`src/rtl/wish_pkg.sv`:
```
// Shared definitions for the wishbone word packer: endian modes,
// accumulator states and the lane placement helper.
package wish_pkg;
  localparam bit ENDIAN_BIG    = 1'b0;
  localparam bit ENDIAN_LITTLE = 1'b1;

  typedef enum logic {
    ACC_FILL = 1'b0,
    ACC_HOLD = 1'b1
  } acc_state_e;

  // Bit offset of the k-th word of an output word; width=1 yields the lane number.
  function automatic int lane_offset(input int k, input int num_pack, input int width,
                                     input bit little_endian);
    return (little_endian ? k : num_pack - 1 - k) * width;
  endfunction
endpackage

```
`src/rtl/wish_pack_flex_if.sv`:
```
// Source and destination wishbone-style links of the packer, bundled in one interface.
interface wish_pack_flex_if
  import wish_pkg::*;
#(
  parameter int DATA_WIDTH = 8,
  parameter int NUM_PACK   = 4,
  parameter int TGC_WIDTH  = 2
);
  localparam int CNT_WIDTH = $clog2(NUM_PACK + 1);

  logic                           s_cyc;
  logic                           s_stb;
  logic [DATA_WIDTH-1:0]          s_dat;
  logic [TGC_WIDTH-1:0]           s_tgc;
  logic                           s_last;
  logic                           s_ack;
  logic                           s_stall;
  logic                           d_cyc;
  logic                           d_stb;
  logic                           d_ack;
  logic [DATA_WIDTH*NUM_PACK-1:0] d_dat;
  logic [NUM_PACK-1:0]            d_sel;
  logic [TGC_WIDTH-1:0]           d_tgc;
  logic [CNT_WIDTH-1:0]           d_cnt;

  modport master (
    output s_cyc, s_stb, s_dat, s_tgc, s_last, d_ack,
    input  s_ack, s_stall, d_cyc, d_stb, d_dat, d_sel, d_tgc, d_cnt
  );

  modport slave (
    input  s_cyc, s_stb, s_dat, s_tgc, s_last, d_ack,
    output s_ack, s_stall, d_cyc, d_stb, d_dat, d_sel, d_tgc, d_cnt
  );
endinterface

```
`src/rtl/wish_pack_flex_core.sv`:
```
// Two-stage packer: accumulator gathers source words, output register presents them.
// state    | meaning
// ACC_FILL | accumulator collecting words, source may be accepted
// ACC_HOLD | completed word parked in accumulator (acc_done), source stalled
module wish_pack_flex_core
  import wish_pkg::*;
#(
  parameter int DATA_WIDTH    = 8,
  parameter int NUM_PACK      = 4,
  parameter int TGC_WIDTH     = 2,
  parameter int LITTLE_ENDIAN = 1
) (
  input logic             clk,
  input logic             rst_n,
  wish_pack_flex_if.slave bus
);
  localparam int PW = DATA_WIDTH * NUM_PACK;
  localparam int CW = $clog2(NUM_PACK + 1);
  localparam int IW = (NUM_PACK > 1) ? $clog2(NUM_PACK) : 1;
  localparam bit LE = (LITTLE_ENDIAN != 0) ? ENDIAN_LITTLE : ENDIAN_BIG;

  acc_state_e          state;
  logic [IW-1:0]       idx;
  logic [PW-1:0]       acc_dat, nxt_dat, out_dat;
  logic [NUM_PACK-1:0] acc_sel, nxt_sel, out_sel;
  logic [TGC_WIDTH-1:0] acc_tgc, nxt_tgc, out_tgc;
  logic [CW-1:0]       acc_cnt, nxt_cnt, out_cnt;
  logic                out_valid, out_free, accept, complete, acc_done;

  assign acc_done = (state == ACC_HOLD);
  // Reset gates acceptance directly so the first cycle after release can accept.
  assign accept   = rst_n & bus.s_cyc & bus.s_stb & ~acc_done;
  assign complete = accept & (bus.s_last | (idx == IW'(NUM_PACK - 1)));
  assign out_free = ~out_valid | bus.d_ack;

  // Unfilled lanes stay zero in the accumulator, so merging is a plain OR.
  always_comb begin
    nxt_dat = acc_dat | (PW'(bus.s_dat) << lane_offset(int'(idx), NUM_PACK, DATA_WIDTH, LE));
    nxt_sel = acc_sel | (NUM_PACK'(1) << lane_offset(int'(idx), NUM_PACK, 1, LE));
    nxt_tgc = acc_tgc | bus.s_tgc;
    nxt_cnt = acc_cnt + CW'(1);
  end

  always_ff @(posedge clk or negedge rst_n) begin
    if (!rst_n) begin
      state     <= ACC_FILL;
      idx       <= '0;
      acc_dat   <= '0;
      acc_sel   <= '0;
      acc_tgc   <= '0;
      acc_cnt   <= '0;
      out_valid <= 1'b0;
      out_dat   <= '0;
      out_sel   <= '0;
      out_tgc   <= '0;
      out_cnt   <= '0;
    end else begin
      if (out_valid && bus.d_ack) out_valid <= 1'b0;
      case (state)
        ACC_HOLD: begin
          if (out_free) begin
            out_valid <= 1'b1;
            out_dat   <= acc_dat;
            out_sel   <= acc_sel;
            out_tgc   <= acc_tgc;
            out_cnt   <= acc_cnt;
            state     <= ACC_FILL;
            idx       <= '0;
            acc_dat   <= '0;
            acc_sel   <= '0;
            acc_tgc   <= '0;
            acc_cnt   <= '0;
          end
        end
        default: begin
          if (complete && out_free) begin
            out_valid <= 1'b1;
            out_dat   <= nxt_dat;
            out_sel   <= nxt_sel;
            out_tgc   <= nxt_tgc;
            out_cnt   <= nxt_cnt;
            idx       <= '0;
            acc_dat   <= '0;
            acc_sel   <= '0;
            acc_tgc   <= '0;
            acc_cnt   <= '0;
          end else if (accept) begin
            acc_dat <= nxt_dat;
            acc_sel <= nxt_sel;
            acc_tgc <= nxt_tgc;
            acc_cnt <= nxt_cnt;
            if (complete) state <= ACC_HOLD;
            else          idx   <= idx + IW'(1);
          end
        end
      endcase
    end
  end

  assign bus.s_ack   = accept;
  assign bus.s_stall = acc_done;
  assign bus.d_cyc   = out_valid;
  assign bus.d_stb   = out_valid;
  assign bus.d_dat   = out_dat;
  assign bus.d_sel   = out_sel;
  assign bus.d_tgc   = out_tgc;
  assign bus.d_cnt   = out_cnt;
endmodule

```
`src/rtl/wish_pack_flex.sv`:
```
// Top of the word packer: flat bus ports mapped onto the link interface feeding the core.
module wish_pack_flex
  import wish_pkg::*;
#(
  parameter int DATA_WIDTH    = 8,
  parameter int NUM_PACK      = 4,
  parameter int TGC_WIDTH     = 2,
  parameter int LITTLE_ENDIAN = 1
) (
  input  logic                                clk_i,
  input  logic                                rst_ni,
  input  logic                                s_cyc_i,
  input  logic                                s_stb_i,
  input  logic [DATA_WIDTH-1:0]               s_dat_i,
  input  logic [TGC_WIDTH-1:0]                s_tgc_i,
  input  logic                                s_last_i,
  output logic                                s_ack_o,
  output logic                                s_stall_o,
  output logic                                d_cyc_o,
  output logic                                d_stb_o,
  input  logic                                d_ack_i,
  output logic [DATA_WIDTH*NUM_PACK-1:0]      d_dat_o,
  output logic [NUM_PACK-1:0]                 d_sel_o,
  output logic [TGC_WIDTH-1:0]                d_tgc_o,
  output logic [$clog2(NUM_PACK+1)-1:0]       d_cnt_o
);
  wish_pack_flex_if #(
    .DATA_WIDTH(DATA_WIDTH),
    .NUM_PACK  (NUM_PACK),
    .TGC_WIDTH (TGC_WIDTH)
  ) bus ();

  assign bus.s_cyc  = s_cyc_i;
  assign bus.s_stb  = s_stb_i;
  assign bus.s_dat  = s_dat_i;
  assign bus.s_tgc  = s_tgc_i;
  assign bus.s_last = s_last_i;
  assign bus.d_ack  = d_ack_i;

  assign s_ack_o   = bus.s_ack;
  assign s_stall_o = bus.s_stall;
  assign d_cyc_o   = bus.d_cyc;
  assign d_stb_o   = bus.d_stb;
  assign d_dat_o   = bus.d_dat;
  assign d_sel_o   = bus.d_sel;
  assign d_tgc_o   = bus.d_tgc;
  assign d_cnt_o   = bus.d_cnt;

  wish_pack_flex_core #(
    .DATA_WIDTH   (DATA_WIDTH),
    .NUM_PACK     (NUM_PACK),
    .TGC_WIDTH    (TGC_WIDTH),
    .LITTLE_ENDIAN(LITTLE_ENDIAN)
  ) u_core (
    .clk  (clk_i),
    .rst_n(rst_ni),
    .bus  (bus)
  );
endmodule

```
`config.mk`:
```
export PLATFORM = sky130hd
export DESIGN_NAME = wish_pack_flex
export DESIGN_NICKNAME = d
export VERILOG_FILES = /design/src/rtl/wish_pkg.sv /design/src/rtl/wish_pack_flex_if.sv /design/src/rtl/wish_pack_flex_core.sv /design/src/rtl/wish_pack_flex.sv
export SDC_FILE = /design/constraint.sdc
export NUM_CORES = 1
export LEC_CHECK = 0
export ABC_CLOCK_PERIOD_IN_PS = 5300
export CORE_AREA = 4 4 78 98
export CTS_CLUSTER_SIZE = 20
export DETAILED_ROUTE_END_ITERATION = 7
export DIE_AREA = 0 0 82 102
export GPL_TIMING_DRIVEN = 1
export PLACE_DENSITY = 0.79
export SLEW_MARGIN = 30
export SYNTH_ARGS = -nofsm -noshare
export SYNTH_HDL_FRONTEND = slang
export SYNTH_SLANG_ARGS = --single-unit
```
`constraint.sdc`:
```
create_clock -name clk_i -period 5.3 [get_ports clk_i]
set_input_delay 0.795 -clock clk_i [delete_from_list [all_inputs] [get_ports clk_i]]
set_output_delay 0.795 -clock clk_i [all_outputs]
set_load 0.02 [all_outputs]
```
; ---- After elaboration in Yosys (flattened, before gate mapping)
; Cells that the tools add are included.
; W data, S select, Z words.
[classes]
add_sub_neg = 2
eq_ne = 3
shifts = 2
n_mux = 41
n_bitwise = 11
reduce_logical = 7
[op_table]
columns = cell, n
row1 = $mux W32, 7
row2 = $or A32 B32 Y32, 1
row3 = $shl A8 B5 Y32, 1
row4 = $mux W4, 7
row5 = $mux W2, 11
row6 = $mux W3, 7
row7 = $mux W1, 9
row8 = $and A1 B1 Y1, 4
row9 = $or A4 B4 Y4, 1
row10 = $reduce_and A2 Y1, 2
row11 = $shl A1 B2 Y4 const A, 1
row12 = $add A3 B1 Y3 const B, 1
row13 = $ne A3 B2 Y1 const B, 1
row14 = $reduce_and A3 Y1, 1
row15 = $reduce_bool A3 Y1, 1
row16 = $add A2 B1 Y2 const B, 1
row17 = $eq A2 B2 Y1 const B, 1
row18 = $logic_and A1 B1 Y1, 2
row19 = $ne A2 B2 Y1 const B, 1
row20 = $not A1 Y1, 2
row21 = $or A1 B1 Y1, 2
row22 = $or A2 B2 Y2, 1
row23 = $reduce_bool A2 Y1, 1
[totals]
ff_bits = 86
in_bits = 16
output_inout_bits = 45
wordCells = 77

; ---- Logic depth before layout (Yosys ltp)
[logic_depth]
word_depth = 8
ltp_mapped = 7

; ---- Worst setup path after synthesis
; Ideal clock, no wire load.
[synth_path]
kind = in2out
from = input port s_cyc_i
to = output port s_ack_o
t_arrival_ns = 1.267
required_ns = 4.505
setup_slack_ns = 3.238
stages = 3
cell_sequence = nand4b_4 > inv_1 > buf_2
[synth_between]
elab_chain_len = 3
[synth_rtl]
columns = element, line_no
row1 = start: declaration, wish_pack_flex.sv:12  ; input logic s_cyc_i,
row2 = $and A1 B1 Y1 (3 in series), wish_pack_flex_core.sv:32  ; assign accept = rst_n & bus.s_cyc & bus.s_stb & ~acc_done;
row3 = end: declaration, wish_pack_flex.sv:17  ; output logic s_ack_o,
; No other way between the ends.

; ---- Final worst setup path
; Ends and elaborated chain as after synthesis.

==> flow_metrics.tcl <==
set metrics [dict create \
    fin_crit_ps 3390 \
    maxCapViolCount 0 \
    cts_buffers 9 \
    start_kind "input port" \
    crit_start "s_cyc_i" \
    hold_class "input port to async pin" \
    cp.arrival_ps 2600 \
    synthMuxAreaShare_pct 0 \
    drv_slew 0 \
    fp.dieH_um 102 \
    synth_xor_area_share_pct 0.245 \
    reg2reg_slack_ps 3010 \
    syn_to_final_growth_pct 24.4 \
    path_buf_inv 3 \
    routed_wl_um 7700 \
    cts_hold_buf 0 \
    track_usage_pct 20.3 \
    hpwl_um 5060 \
    rsz0062_at_grt "false" \
    drive_gt1_share_pct 5.78 \
    total_power_mw 2.33 \
    fin_area_um2 4450 \
    syn_area_um2 3580 \
    end_kind "output pin" \
    power_leakage_nw 1.98 \
    ant_nets 0 \
    core.rowCount 34 \
    h-tree-depth 3 \
    setup_viol 0 \
    vias_per_cell 5.44 \
    grt_pass1_vias 2664 \
    postCtsSetupBuffers 0 \
    coreArea_um2 6810 \
    cts_root_buffer "clkbuf_8" \
    status "finished clean" \
    avgSynthCellArea_um2 9.92 \
    crit_cells 4 \
    clock-sinks 86 \
    slowest_stage "clkdlybuf4s50_1" \
    dpl_cell_area_um2 4190 \
    finalHoldViolations 0 \
    synth_compound_area_share_pct 20.8 \
    path_class "input port to output pin" \
    postSynthRegisterBits 86 \
    grt_overflow_total 0 \
    synth_cell_type_count 35 \
    cp-endpoint "s_ack_o" \
    tns_ps 0 \
    post-route-period-util_pct 64.0 \
    ys.warnings.count 0 \
    numPortBuffers 60 \
    critPathMaxStageDelay_ps 680 \
    finalClockSkew_ps 13.0 \
    fmax_mhz 295 \
    post_cts_resized 0 \
    clk_pin_slew_ps 90 \
    dieArea_um2 8360 \
    nets 431 \
    path_common_cell "clkdlybuf4s50_1" \
    synth_top_family_by_area "compound AO/OA/AOI/OAI gates" \
    vias 2749 \
    crit_path_max_fanout 11 \
    drt_iter0_markers 211 \
    irDropWorstVdd_mv 0.315 \
    r2r-end "u_core.bus.d_sel[2]$_DFFE_PN0P_" \
    start_util_pct 52.6 \
    r2r-start "u_core.idx[1]$_DFFE_PN0P_" \
    antenna_cells 0 \
    firstDrtPassIters 6 \
    ys_seq_area_share_pct 60.1 \
    grt_max_degree 67 \
    cp_cell_sequence "clkdlybuf4s50_1, nand4b_4, inv_1, clkdlybuf4s50_1" \
    tightest_slew_ps 924 \
    syn_inst 361 \
    antenna_found_initial 0 \
    cts_tree "done" \
    synth_nets 382 \
    required_ps 4510 \
    gp_congestion 0.776 \
    grt_first_pass_wirelength_um 12900 \
    clockBufferDepth 2 \
    drcViolationCount 0 \
    dieWidth_um 82 \
    power_density_nw_per_um2 524 \
    io_pins 61 \
    r2r_cells 6 \
    clock_latency_ps 360 \
    relSlewSlack_pct 38.0 \
    crit_family "buffers and inverters" \
    wl_per_cell_um 15.2 \
    yosys.area_share.simple_pct 13.0 \
    synth_fa_ha_area_share_pct 1.75 \
]
## cell type report
class / count / area [um^2]
fillers: 567 / 2350
flip-flops and latches: 86 / 2150
multi-input cells: 244 / 1290
repair buffers: 63 / 641
clock buffers: 12 / 155
well taps: 90 / 113
clock inverters: 4 / 77.6
inverters: 6 / 22.5
## layer usage
layer,GRT usage [%],up-vias,wire [um]
li1,-,1347,-
met1,27.1,1320,3280
met2,32.2,74,3980
met3,4.59,8,347
met4,7.67,0,93
met5,0,-,0
## stage by stage
| stage | hold WS (ps) | util (%) | setup WS (ps) | std cells |
|---|---|---|---|---|
| 6_report | 341 | 65.4 | 1910 | 505 |
| 5_1_grt | 349 | 65.4 | 1810 | 505 |
| 4_1_cts | 342 | 65.0 | 1900 | 504 |
| 3_5_place_dp | 469 | 61.6 | 1920 | 488 |
| 3_3_place_gp | 459 | 61.6 | 1940 | 488 |
| 2_1_floorplan | 461 | - | 3240 | 361 |
## placed cells by master, fill, tap and decap left out, types with 5 or more instances in the layout
| cell | instances |
|---|---|
| nand2_1 | 39 |
| ha_1 | 5 |
| nor2_1 | 49 |
| clkbuf_8 | 11 |
| dfrtp_1 | 86 |
| inv_1 | 6 |
| nand3_1 | 8 |
| a21oi_1 | 69 |
| o22a_1 | 5 |
| clkdlybuf4s50_1 | 59 |
| o21ai_0 | 38 |
| o21a_1 | 5 |
## kinds of logic after synthesis
group / count (synthesis)
AOI/OAI and AO/OA: 131
and+or+nand+nor: 107
DFF: 86
buffers and inverters: 31
adders and majority gates: 5
xor gates and xnor gates: 1
## sequential cells by signal, indices dropped and copies added, names as in the netlist
name                count
u_core.acc_dat         32
u_core.bus.d_dat       32
u_core.acc_sel          4
u_core.bus.d_sel        4
u_core.acc_cnt          3
u_core.bus.d_cnt        3
u_core.acc_tgc          2
u_core.bus.d_tgc        2
u_core.idx              2
u_core.bus.d_cyc        1
u_core.bus.s_stall      1
## power breakdown
group	switching [mW]	internal, mW	total, mW
Clock	0.229	0.294	0.523
Sequential	0.141	0.876	1.02
Combinational	0.426	0.368	0.793
## worst min path at each step
| stage | end | start |
|---|---|---|
| after detailed placement | u_core.bus.d_dat[22]$_DFFE_PN0P_ | u_core.bus.d_dat[22]$_DFFE_PN0P_ |
| after global routing | u_core.acc_dat[18]$_DFFE_PN0P_ | rst_ni |
| after floorplan | u_core.bus.d_sel[0]$_DFFE_PN0P_ | u_core.acc_sel[0]$_DFFE_PN0P_ |
| final | u_core.acc_dat[18]$_DFFE_PN0P_ | rst_ni |
| after CTS | u_core.acc_dat[18]$_DFFE_PN0P_ | rst_ni |
| after global placement | u_core.bus.d_dat[5]$_DFFE_PN0P_ | u_core.bus.d_dat[5]$_DFFE_PN0P_ |
## synth_stat cells, drive strengths merged
master	number	area [um^2]
dfrtp	86	2150
a21oi	69	345
nor2	50	195
nand2	39	146
o21ai	39	195
buf	22	113
nand3	8	40.0
inv	6	22.5
ha	5	62.6
o21a	5	37.5
o22a	5	43.8
a31oi	3	18.8
clkbuf	3	11.3
nand2b	3	18.8
o2bb2ai	2	17.5
a2111oi	1	27.5
a211o	1	8.76
a22oi	1	7.51
a41oi	1	8.76
and2	1	6.26
and3	1	6.26
nand4b	1	23.8
nor2b	1	6.26
nor3	1	5.00
nor3b	1	7.51
o2111a	1	11.3
o211ai	1	7.51
o22ai	1	6.26
o32a	1	10.0
or2	1	8.76
xor2	1	8.76
Power figures use the tool's default switching activity.
